File: src/rtl/weight_update_unit.sv
// Purpose: one gradient-descent step on the output neuron's two weights (err = final - target); optional delta clip via GRAD_CLIP_EN.
// Latency: start sampled at edge 1; w0 after edge 3, w1 and done after edge 4, idle again after edge 5; converged path done after edge 2.
// Backpressure: none; start_i is only honoured in IDLE and is dropped (not queued) while busy_o is high.
module weight_update_unit #(
    parameter int LR_SHIFT = 6,
    parameter int CLIP     = 16
) (
    input  logic        clk_i,
    input  logic        rst_i,
    input  logic        start_i,
    input  logic [18:0] final_i,
    input  logic [3:0]  target_i,
    input  logic [9:0]  x0_i,
    input  logic [9:0]  x1_i,
    input  logic [15:0] weights_i,
    output logic [7:0]  w0_o,
    output logic [7:0]  w1_o,
    output logic        busy_o,
    output logic        done_o,
    output logic        converged_o,
    output logic [7:0]  epoch_o
);

    typedef enum logic [2:0] {
        S_IDLE  = 3'd0,
        S_ERR   = 3'd1,
        S_GRAD0 = 3'd2,
        S_GRAD1 = 3'd3,
        S_DONE  = 3'd4
    } state_t;

    state_t             state;
    logic [18:0]        final_q;
    logic [3:0]         target_q;
    logic [9:0]         x0_q;
    logic [9:0]         x1_q;
    logic [15:0]        weights_q;
    logic signed [19:0] err_q;

    logic signed [19:0] err_next;
    logic [9:0]         x_sel;
    logic [7:0]         w_sel;
    logic signed [30:0] prod;
    logic signed [30:0] delta;
    logic signed [31:0] delta_ext;
    logic signed [31:0] delta_use;
    logic signed [31:0] new_w;
    logic [7:0]         w_new;

`ifdef GRAD_CLIP_EN
    localparam logic signed [31:0] CLIP_S = 32'(CLIP);
`else
    // CLIP has no role when clipping is compiled out; tie it off to a named sink.
    logic clip_unused;
    assign clip_unused = (CLIP != 0);
`endif

    // Error from the captured operands, and one shared gradient datapath for whichever weight is being stepped.
    always_comb begin
        err_next  = $signed({1'b0, final_q}) - $signed({16'b0, target_q});
        x_sel     = (state == S_GRAD1) ? x1_q : x0_q;
        w_sel     = (state == S_GRAD1) ? weights_q[15:8] : weights_q[7:0];
        prod      = {{11{err_q[19]}}, err_q} * $signed({21'b0, x_sel});
        delta     = prod >>> LR_SHIFT;
        delta_ext = {delta[30], delta};
        delta_use = delta_ext;
`ifdef GRAD_CLIP_EN
        if (delta_ext > CLIP_S) begin
            delta_use = CLIP_S;
        end else if (delta_ext < -CLIP_S) begin
            delta_use = -CLIP_S;
        end
`endif
        new_w = $signed({24'b0, w_sel}) - delta_use;
        if (new_w < 0) begin
            w_new = 8'd0;
        end else if (new_w > 32'sd255) begin
            w_new = 8'd255;
        end else begin
            w_new = new_w[7:0];
        end
    end

    // Update sequencer: capture, error, two weight steps, done pulse; all outputs registered.
    always_ff @(posedge clk_i or negedge rst_i) begin
        if (!rst_i) begin
            state       <= S_IDLE;
            final_q     <= '0;
            target_q    <= '0;
            x0_q        <= '0;
            x1_q        <= '0;
            weights_q   <= '0;
            err_q       <= '0;
            w0_o        <= '0;
            w1_o        <= '0;
            busy_o      <= 1'b0;
            done_o      <= 1'b0;
            converged_o <= 1'b0;
            epoch_o     <= '0;
        end else begin
            case (state)
                S_IDLE: begin
                    done_o <= 1'b0;
                    if (start_i) begin
                        final_q     <= final_i;
                        target_q    <= target_i;
                        x0_q        <= x0_i;
                        x1_q        <= x1_i;
                        weights_q   <= weights_i;
                        w0_o        <= weights_i[7:0];
                        w1_o        <= weights_i[15:8];
                        converged_o <= 1'b0;
                        busy_o      <= 1'b1;
                        state       <= S_ERR;
                    end
                end
                S_ERR: begin
                    err_q <= err_next;
                    if (err_next == 20'sd0) begin
                        converged_o <= 1'b1;
                        done_o      <= 1'b1;
                        state       <= S_DONE;
                    end else begin
                        state <= S_GRAD0;
                    end
                end
                S_GRAD0: begin
                    w0_o  <= w_new;
                    state <= S_GRAD1;
                end
                S_GRAD1: begin
                    w1_o <= w_new;
                    if (epoch_o != 8'hff) begin
                        epoch_o <= epoch_o + 8'd1;
                    end
                    done_o <= 1'b1;
                    state  <= S_DONE;
                end
                S_DONE: begin
                    done_o <= 1'b0;
                    busy_o <= 1'b0;
                    state  <= S_IDLE;
                end
                default: begin
                    state <= S_IDLE;
                end
            endcase
        end
    end

endmodule

File: config.mk
export PLATFORM = sky130hd
export DESIGN_NAME = weight_update_unit
export DESIGN_NICKNAME = d
export VERILOG_FILES = /design/src/rtl/weight_update_unit.sv
export SDC_FILE = /design/constraint.sdc
export NUM_CORES = 1
export LEC_CHECK = 0
export CAP_MARGIN = 10
export CORE_UTILIZATION = 52
export CTS_CLUSTER_DIAMETER = 100
export DETAILED_ROUTE_END_ITERATION = 7
export GPL_TIMING_DRIVEN = 0
export PLACE_DENSITY = 0.76
export SETUP_SLACK_MARGIN = 0.2
export SYNTH_ARGS = -nofsm -noshare
export SYNTH_HDL_FRONTEND = slang
export SYNTH_SLANG_ARGS = --single-unit
File: constraint.sdc
create_clock -name clk_i -period 12.2 [get_ports clk_i]
set_clock_uncertainty 0.2 [all_clocks]
set_input_delay 3.66 -clock clk_i [delete_from_list [all_inputs] [get_ports clk_i]]
set_output_delay 3.66 -clock clk_i [all_outputs]
set_load 0.01 [all_outputs]
==> Word-level counts from Yosys, hierarchy flattened <==
Cells that the tools add are included.
{ "word_totals": {"elab_cells": 58, "out_inout_bits": 27, "register_bits": 109} }
{ "classes": {"n_eq_ne": 7, "n_lt_le_gt_ge": 2, "addsub": 3, "reduce_logical": 15, "n_mul": 1, "mux": 17} }
{ "op_table": {"columns": ["cell", "n"], "rows": [
  ["8-bit 2-to-1 mux", 5],
  ["8-bit case mux with 2 select lines", 2],
  ["20-bit by 11-bit multiplier with 31-bit output", 1],
  ["26-bit by 9-bit > comparator with 1-bit output, second input constant", 1],
  ["26-bit by 1-bit < comparator with 1-bit output, second input constant", 1],
  ["9-bit by 25-bit subtractor with 26-bit output", 1],
  ["20-bit logical NOT", 1],
  ["19-bit by 4-bit subtractor with 20-bit output", 1],
  ["3-bit case mux with 4 select lines", 1],
  ["2-bit AND reduction", 6],
  ["10-bit 2-to-1 mux", 1],
  ["8-bit by 1-bit adder with 8-bit output, second input constant", 1],
  ["8-bit != test, second input constant", 1],
  ["2-bit nonzero test", 4],
  ["3-bit by 2-bit == test with 1-bit output, second input constant", 2],
  ["3-bit 2-to-1 mux", 2],
  ["2-bit != test, second input constant", 2],
  ["1-bit case mux with 2 select lines", 2],
  ["3-bit by 1-bit == test with 1-bit output, second input constant", 1],
  ["3-bit == test, second input constant", 1],
  ["3-bit logical NOT", 1],
  ["1-bit 2-to-1 mux", 3],
  ["1-bit case mux with 3 select lines", 1],
  ["3-bit AND reduction", 1],
  ["other kinds (2)", 2]
]} }

==> Logic depth before layout (Yosys ltp) <==
Gate-level depths: netlist of run 1.
{ "depth": {"ltp_word": 8, "depth_mapped": 38, "mapped_depth_nobuf": 34} }

==> Least setup slack after synthesis of run 1 <==
OpenSTA, ideal clock, no wires.
{ "synth_path": {"kind": "register to register", "from": "register state[0]", "to": "register w1_o[0]", "t_arrival_ps": 8050, "synth_period_minus_slack_ps": 8389, "stages_incl_launch_ff": 31, "path_slack_ps": 3811, "setup_time_ps": 140, "path_cell_list": "dfrtp_1 > buf_2 > nand3b_1 > buf_6 > clkbuf_1 > mux2_2 > clkbuf_1 > and2_1 > fa_1 > inv_1 > fa_1 > inv_1 > fa_1 > fa_1 > fa_1 > ha_1 > clkbuf_1 > and2_1 > nand4_1 > or4_4 > and2_4 > xor2_1 > ha_1 > o41ai_1 > o21a_1 > o211ai_1 > o31a_1 > a311o_1 > clkbuf_2 > nor2_1 > a31oi_1"} }
{ "synth_between": {"elab_chain_cells": 8, "elab_cells_between_ends": 14, "cone_classes": "add/sub (1); mul (1); order compare (2); eq/ne (2); mux (5); reduce/logical (3)"} }
{ "synth_lines": {"columns": ["item", "line", "source"], "rows": [
  ["start, declared", "32", "state_t state;"],
  ["start signal, assigned", "87", "state <= S_IDLE;"],
  ["start signal, assigned", "114", "state <= S_ERR;"],
  ["start signal, assigned", "122", "state <= S_DONE;"],
  ["3-bit by 2-bit == test with 1-bit output", "61, 62, 101", null],
  ["10-bit 2-to-1 mux", "61", "x_sel = (state == S_GRAD1) ? x1_q : x0_q;"],
  ["20-bit by 11-bit multiplier with 31-bit output", "63", "prod = {{11{err_q[19]}}, err_q} * $signed({21'b0, x_sel});"],
  ["9-bit by 25-bit subtractor with 26-bit output", "74", "new_w = $signed({24'b0, w_sel}) - delta_use;"],
  ["26-bit by 9-bit > comparator with 1-bit output", "77", "end else if (new_w > 32'sd255) begin"],
  ["8-bit 2-to-1 mux", "77", null],
  ["8-bit 2-to-1 mux", "75", "if (new_w < 0) begin"],
  ["8-bit case mux with 2 select lines", "101", "case (state)"],
  ["end signal, assigned", "111", "w1_o <= weights_i[15:8];"],
  ["end signal, assigned", "132", "w1_o <= w_new;"],
  ["end, declared", "17", "output logic [7:0] w1_o,"]
]} }
Parallel ways exist; a longest one is shown, timed or not.
A chain may end at the register's enable or synchronous reset.

==> Worst setup path after layout of run 1 <==
{ "layout_path": {"from": "register state[0]", "to": "register w1_o[4]"} }
Same word-level chain as after synthesis.

==> results.json, run 1 <==
{
  "whs_path_depth": 2,
  "report.final.hold_viol_count": 0,
  "grt_util_all_layers_pct": 27.8,
  "synth_ff_type": "dfrtp_1",
  "worstPathArrival_ps": 10080,
  "multiInputGateArea_sq_mm": 0.00962,
  "synth_area_sq_mm": 0.0135,
  "avgSynthCellArea_sq_um": 8.63,
  "clock-root-buffer": "clkbuf_16",
  "r2r_cells": 32,
  "core_area_sq_mm": 0.0253,
  "initial_core_util_pct": 53.3,
  "rrSetupSlack_ps": 2140,
  "worstHoldStart": "x1_q[3]$_DFFE_PN0P_",
  "yosysUniqueCellTypes": 75,
  "cts_sinks": 109,
  "drt_wl_total_mm": 34.3,
  "rsz0062_at_grt": "no",
  "cts_buffers": 9,
  "grt_first_pass_wirelength_mm": 57.8,
  "whs_ps": 272,
  "clk_path_buf_depth": 2,
  "route.detailed.drc": 0,
  "synth-edff-count": 0,
  "worstHoldPathType": "flop to flop",
  "synth_seq_area_share_pct": 20.2,
  "worstSetupStartpointType": "flop",
  "ant_nets": 0,
  "hpwl_mm": 28.2,
  "fin_setup_tns_ps": 0,
  "h-tree-depth": 3,
  "ys_ff_latch": 109,
  "place.gp.congestion": 0.918,
  "vias_per_cell": 5.53,
  "period_needed_ps": 10060,
  "ioPinCount": 89,
  "ys_async_sr_fraction_pct": 100,
  "max_stage_delay_ps": 790,
  "tightest_slew_ps": 947,
  "drt_pre_antenna_iters": 5,
  "cpMaxStageDelayCell": "o41ai_1",
  "syn_inst": 1563,
  "worst_setup_path_end_kind": "flop",
  "clkTransAtPathRegs_ps": 80,
  "grt_start_max_net_pins": 61,
  "std_cell_rows": 58,
  "post-route-period-util_pct": 82.4,
  "worstPathRequired_ps": 12220,
  "dieHeight_um": 163,
  "cts_tree": "done",
  "drtIter0Drc": 699,
  "postCtsSetupBuffers": 0,
  "globalRouteOverflowTotal": 0,
  "antenna_found_initial": 0,
  "final_nets": 1982,
  "relSlewSlack_pct": 36.0,
  "diodes": 0,
  "dieWidth_um": 163,
  "status": "finished, final reports clean",
  "min_to": "x1_q[3]$_DFFE_PN0P_",
  "setup_viol": 0,
  "clock_latency_ps": 360,
  "design.die.area_sq_mm": 0.0266,
  "holdBufCountCts": 0,
  "nFillCells": 2207,
  "max_clock_freq_mhz": 99.4,
  "slew_violations": 0,
  "post_cts_resized": 0,
  "cpMostUsedCell": "fa_1",
  "reg2reg_from": "state[0]$_DFFE_PN0P_",
  "vias": 11052,
  "regArea_sq_mm": 0.00273,
  "yosysWarningCount": 0,
  "crit_fanout": 10,
  "synthesis.nets": 1882,
  "area_growth_pct": 12.1,
  "io_buffers": 88,
  "maxCapViolations": 0,
  "crit_type": "flop to flop",
  "wl_per_cell_um": 17.2,
  "drive_gt1_share_pct": 3.78,
  "grt_pass1_vias": 11438,
  "r2r_end": "w1_o[4]$_DFFE_PN0P_"
}
[registers in the layout (all words and copies together) (netlist names)]
name	count
x1_q	10
busy_o	1
final_q	19
done_o	1
x0_q	10
state	3
w1_o	8
w0_o	8
target_q	4
converged_o	1
weights_q	16
epoch_o	8
err_q	20
[layout by cell type (no fill, tap or decap), drive strengths merged, types with 5 or more instances in the layout]
master | Yosys | final
nand2 | 352 | 352
inv | 224 | 225
fa | 178 | 178
dfrtp | 109 | 109
clkdlybuf4s50 | 0 | 87
clkbuf | 71 | 80
ha | 79 | 79
and2 | 61 | 61
o21ai | 55 | 55
nor2b | 47 | 47
nor2 | 43 | 43
a21oi | 43 | 43
xnor2 | 39 | 39
nor3 | 22 | 22
xor2 | 18 | 18
a22oi | 18 | 18
mux2 | 16 | 16
nand3 | 16 | 16
nor4 | 16 | 16
nand4 | 12 | 12
a21o | 12 | 12
nand2b | 11 | 11
a31oi | 11 | 11
mux2i | 8 | 8
o211ai | 8 | 8
a31o | 8 | 8
buf | 6 | 8
or3 | 7 | 7
clkinv | 0 | 6
o21a | 5 | 5
a21boi | 5 | 5
nor4b | 5 | 5
[synth_stat cells, types with 21 or more instances]
library cell    n  area, sq um
nor3_1         21          105
ha_1           79          988
o21ai_0        50          250
dfrtp_1       109         2730
nor2b_1        47          294
xnor2_1        39          342
a21oi_1        42          210
inv_1         224          841
nand2_1       352         1320
fa_1          178         3560
clkbuf_1       70          263
nor2_1         43          161
and2_1         60          375
[critical path, delay by kind of cell (launching register included)]
family | cells | cell delay, ps
xor+xnor | 1 | 200
compound gates | 8 | 1970
fa+ha+maj | 7 | 3130
buf+inv | 8 | 1740
simple gates | 7 | 1830
flops | 1 | 380
mux | 1 | 430
[layer usage]
layer  share of wire, %  up-vias  GRT usage, %
li1                   -     5168             -
met1                 44     5508          37.6
met4                2.2        0          7.65
met5                  0        -             0
met2                 49      328          47.6
met3                4.7       48          2.84
[how the worst max path moves through the flow]
stage | end | cells after the start | slack, ps | from
6_report | w1_o[4]$_DFFE_PN0P_ | 32 | 2140 | state[0]$_DFFE_PN0P_
4_1_cts | w1_o[4]$_DFFE_PN0P_ | 32 | 2290 | state[0]$_DFFE_PN0P_
5_1_grt | w1_o[4]$_DFFE_PN0P_ | 32 | 1760 | state[0]$_DFFE_PN0P_
2_1_floorplan | w1_o[0]$_DFFE_PN0P_ | 30 | 3810 | state[0]$_DFFE_PN0P_
3_5_place_dp | w1_o[4]$_DFFE_PN0P_ | 32 | 2320 | state[0]$_DFFE_PN0P_
3_3_place_gp | w1_o[6]$_DFFE_PN0P_ | 32 | 2440 | state[0]$_DFFE_PN0P_
[layout make-up]
cell class | instances | share of cell area (%)
flip-flops and latches | 109 | 18.0
repair buffers | 89 | 5.99
multi-input cells | 1153 | 63.6
well taps | 330 | 2.73
plain buffers | 77 | 2.05
inverters | 224 | 5.56
clock inverters | 7 | 0.546
clock buffers | 9 | 1.49
[cell families after synthesis]
group,after synthesis,synth area share [%]
AOI/OAI and AO/OA,198,10.1
xor gates and xnor gates,57,3.70
DFF,109,20.2
and+or+nand+nor,617,21.7
muxes,24,1.93
adders and majority gates,257,33.7
buffers and inverters,301,8.53
[per-stage QoR]
stage / worst slack, ps / instance area [sq um] / instances / util [%]
2_1_floorplan: 3810 / 13500 / 1563 / -
3_3_place_gp: 2440 / 14800 / 1981 / 58.4
4_1_cts: 2290 / 15100 / 1998 / 59.7
5_1_grt: 1760 / 15100 / 1998 / 59.7
3_5_place_dp: 2320 / 14800 / 1982 / 58.5
6_report: 2140 / 15100 / 1998 / 59.7
Power of run 1 is not shown: default switching activity piles up to over one toggle a cycle in this logic, so the estimate is an artifact.
==> inputs of run 2 (changes only) <==
==> constraint.sdc (replaced) <==
create_clock -name clk_i -period 10.15 [get_ports clk_i]
set_clock_uncertainty 0.2 [all_clocks]
set_input_delay 3.045 -clock clk_i [delete_from_list [all_inputs] [get_ports clk_i]]
set_output_delay 3.045 -clock clk_i [all_outputs]
set_load 0.01 [all_outputs]
==> results.json, run 2 (synthesized netlist as in run 1, its figures left out) <==
{
  "layout_common_cells": "nand2_1 (352), inv_1 (224), fa_1 (178)",
  "regArea_sq_mm": 0.00273,
  "initial_core_util_pct": 53.3,
  "rsz0062_at_grt": "no",
  "dieHeight_um": 163,
  "antenna_found_initial": 0,
  "largest_reg_flops": 20,
  "cts_sinks": 109,
  "max_stage_delay_ps": 550,
  "h-tree-depth": 3,
  "area_growth_pct": 12.2,
  "vias": 11072,
  "report.final.hold_viol_count": 0,
  "setup_viol": 0,
  "io_buffers": 88,
  "grt_pass1_vias": 11438,
  "crit_fanout": 10,
  "max_clock_freq_mhz": 106,
  "final_common_cell": "nand2_1",
  "drt_pre_antenna_iters": 5,
  "drive_gt1_share_pct": 3.96,
  "diodes": 0,
  "dieWidth_um": 163,
  "maxCapViolations": 0,
  "grt_first_pass_wirelength_mm": 57.8,
  "regMostFlops": "err_q",
  "drt_wl_total_mm": 34.4,
  "worstPathArrival_ps": 9450,
  "post-route-period-util_pct": 93.0,
  "cpMaxStageDelayCell": "nor4b_4",
  "route.detailed.drc": 0,
  "fin_setup_tns_ps": 0,
  "clk_path_buf_depth": 2,
  "multiInputGateArea_sq_mm": 0.00963,
  "drtIter0Drc": 700,
  "holdBufCountCts": 0,
  "place.gp.congestion": 0.918,
  "ioPinCount": 89,
  "crit_type": "flop to flop",
  "vias_per_cell": 5.54,
  "grt_util_all_layers_pct": 27.8,
  "clock_latency_ps": 360,
  "clock-root-buffer": "clkbuf_16",
  "worstHoldPathType": "flop to flop",
  "period_needed_ps": 9440,
  "ant_nets": 0,
  "cpMostUsedCell": "fa_1",
  "wl_per_cell_um": 17.2,
  "worst_setup_path_end_kind": "flop",
  "worstSetupStartpointType": "flop",
  "cts_tree": "done",
  "core_area_sq_mm": 0.0253,
  "clkTransAtPathRegs_ps": 90,
  "slew_violations": 0,
  "tightest_slew_ps": 960,
  "final_nets": 1982,
  "hpwl_mm": 28.2,
  "nFillCells": 2204,
  "design.die.area_sq_mm": 0.0266,
  "cts_buffers": 9,
  "globalRouteOverflowTotal": 0,
  "relSlewSlack_pct": 35.8,
  "worstPathRequired_ps": 10160,
  "grt_start_max_net_pins": 61,
  "std_cell_rows": 58,
  "postCtsSetupBuffers": 0,
  "status": "finished, final reports clean",
  "reg_top3": "err_q x20, final_q x19, weights_q x16"
}
[run 2: cell counts in the layout (fill, tap and decap cells not counted)]
No cell type changed its count.
[run 2: what timing repair did]
item | 4_1_cts | 5_1_grt
endpoints found under the hold margin | 0 | 0
gates resized for setup | 0 | 4
endpoints found under the setup margin | 0 | 16
[run 2: final cells by class]
cell class,count,area share (%)
Timing Repair Buffer,89,5.99
Inverter,224,5.56
Sequential cell,109,18.0
Clock buffer,9,1.49
Buffer,77,2.06
Clock inverter,7,0.546
Multi-Input combinational cell,1153,63.6
Tap cell,330,2.73
[run 2: path summary, 6_finish.rpt]
kind	startpoint	end	slack, ps	depth (start not counted)
max	state[0]$_DFFE_PN0P_	w0_o[6]$_DFFE_PN0P_	710	33
min	x1_q[3]$_DFFE_PN0P_	x1_q[3]$_DFFE_PN0P_	270	2
max reg2reg	state[0]$_DFFE_PN0P_	w0_o[6]$_DFFE_PN0P_	710	33
min reg2reg	x1_q[3]$_DFFE_PN0P_	x1_q[3]$_DFFE_PN0P_	270	2
max in group asynchronous	rst_i	final_q[3]$_DFFE_PN0P_	6510	2
min in group asynchronous	rst_i	epoch_o[0]$_DFFE_PN0P_	2490	1
[run 2: critical path, delay by kind of cell (launching register included)]
kind	cells	cell delay [ps]
xor gates and xnor gates	1	250
and+or+nand+nor	12	2970
AOI/OAI and AO/OA	3	360
muxes	1	400
buffers and inverters	9	1610
DFF	1	380
adders and majority gates	7	3090
[run 2: routing by layer]
metal  GRT usage (%)  vias to the layer above  routed length (um)
met5               0                        -                   0
met4            7.65                        0                 727
met3            2.84                       48                1590
met2            47.6                      339               16800
met1            37.6                     5519               15300
li1                -                     5166                   -
[run 2: metrics by stage]
step / cell area, sq um / hold WS (ps) / instances / setup slack, ps / utilization [%]
after detailed placement: 14800 / 259 / 1982 / 272 / 58.5
final: 15100 / 272 / 1998 / 708 / 59.7
after global placement: 14800 / 251 / 1981 / 393 / 58.4
after floorplan: 13500 / 240 / 1563 / 1760 / -
after CTS: 15100 / 278 / 1998 / 243 / 59.7
after global routing: 15100 / 296 / 1998 / 269 / 59.7
Power of run 2 is left out for the same reason.
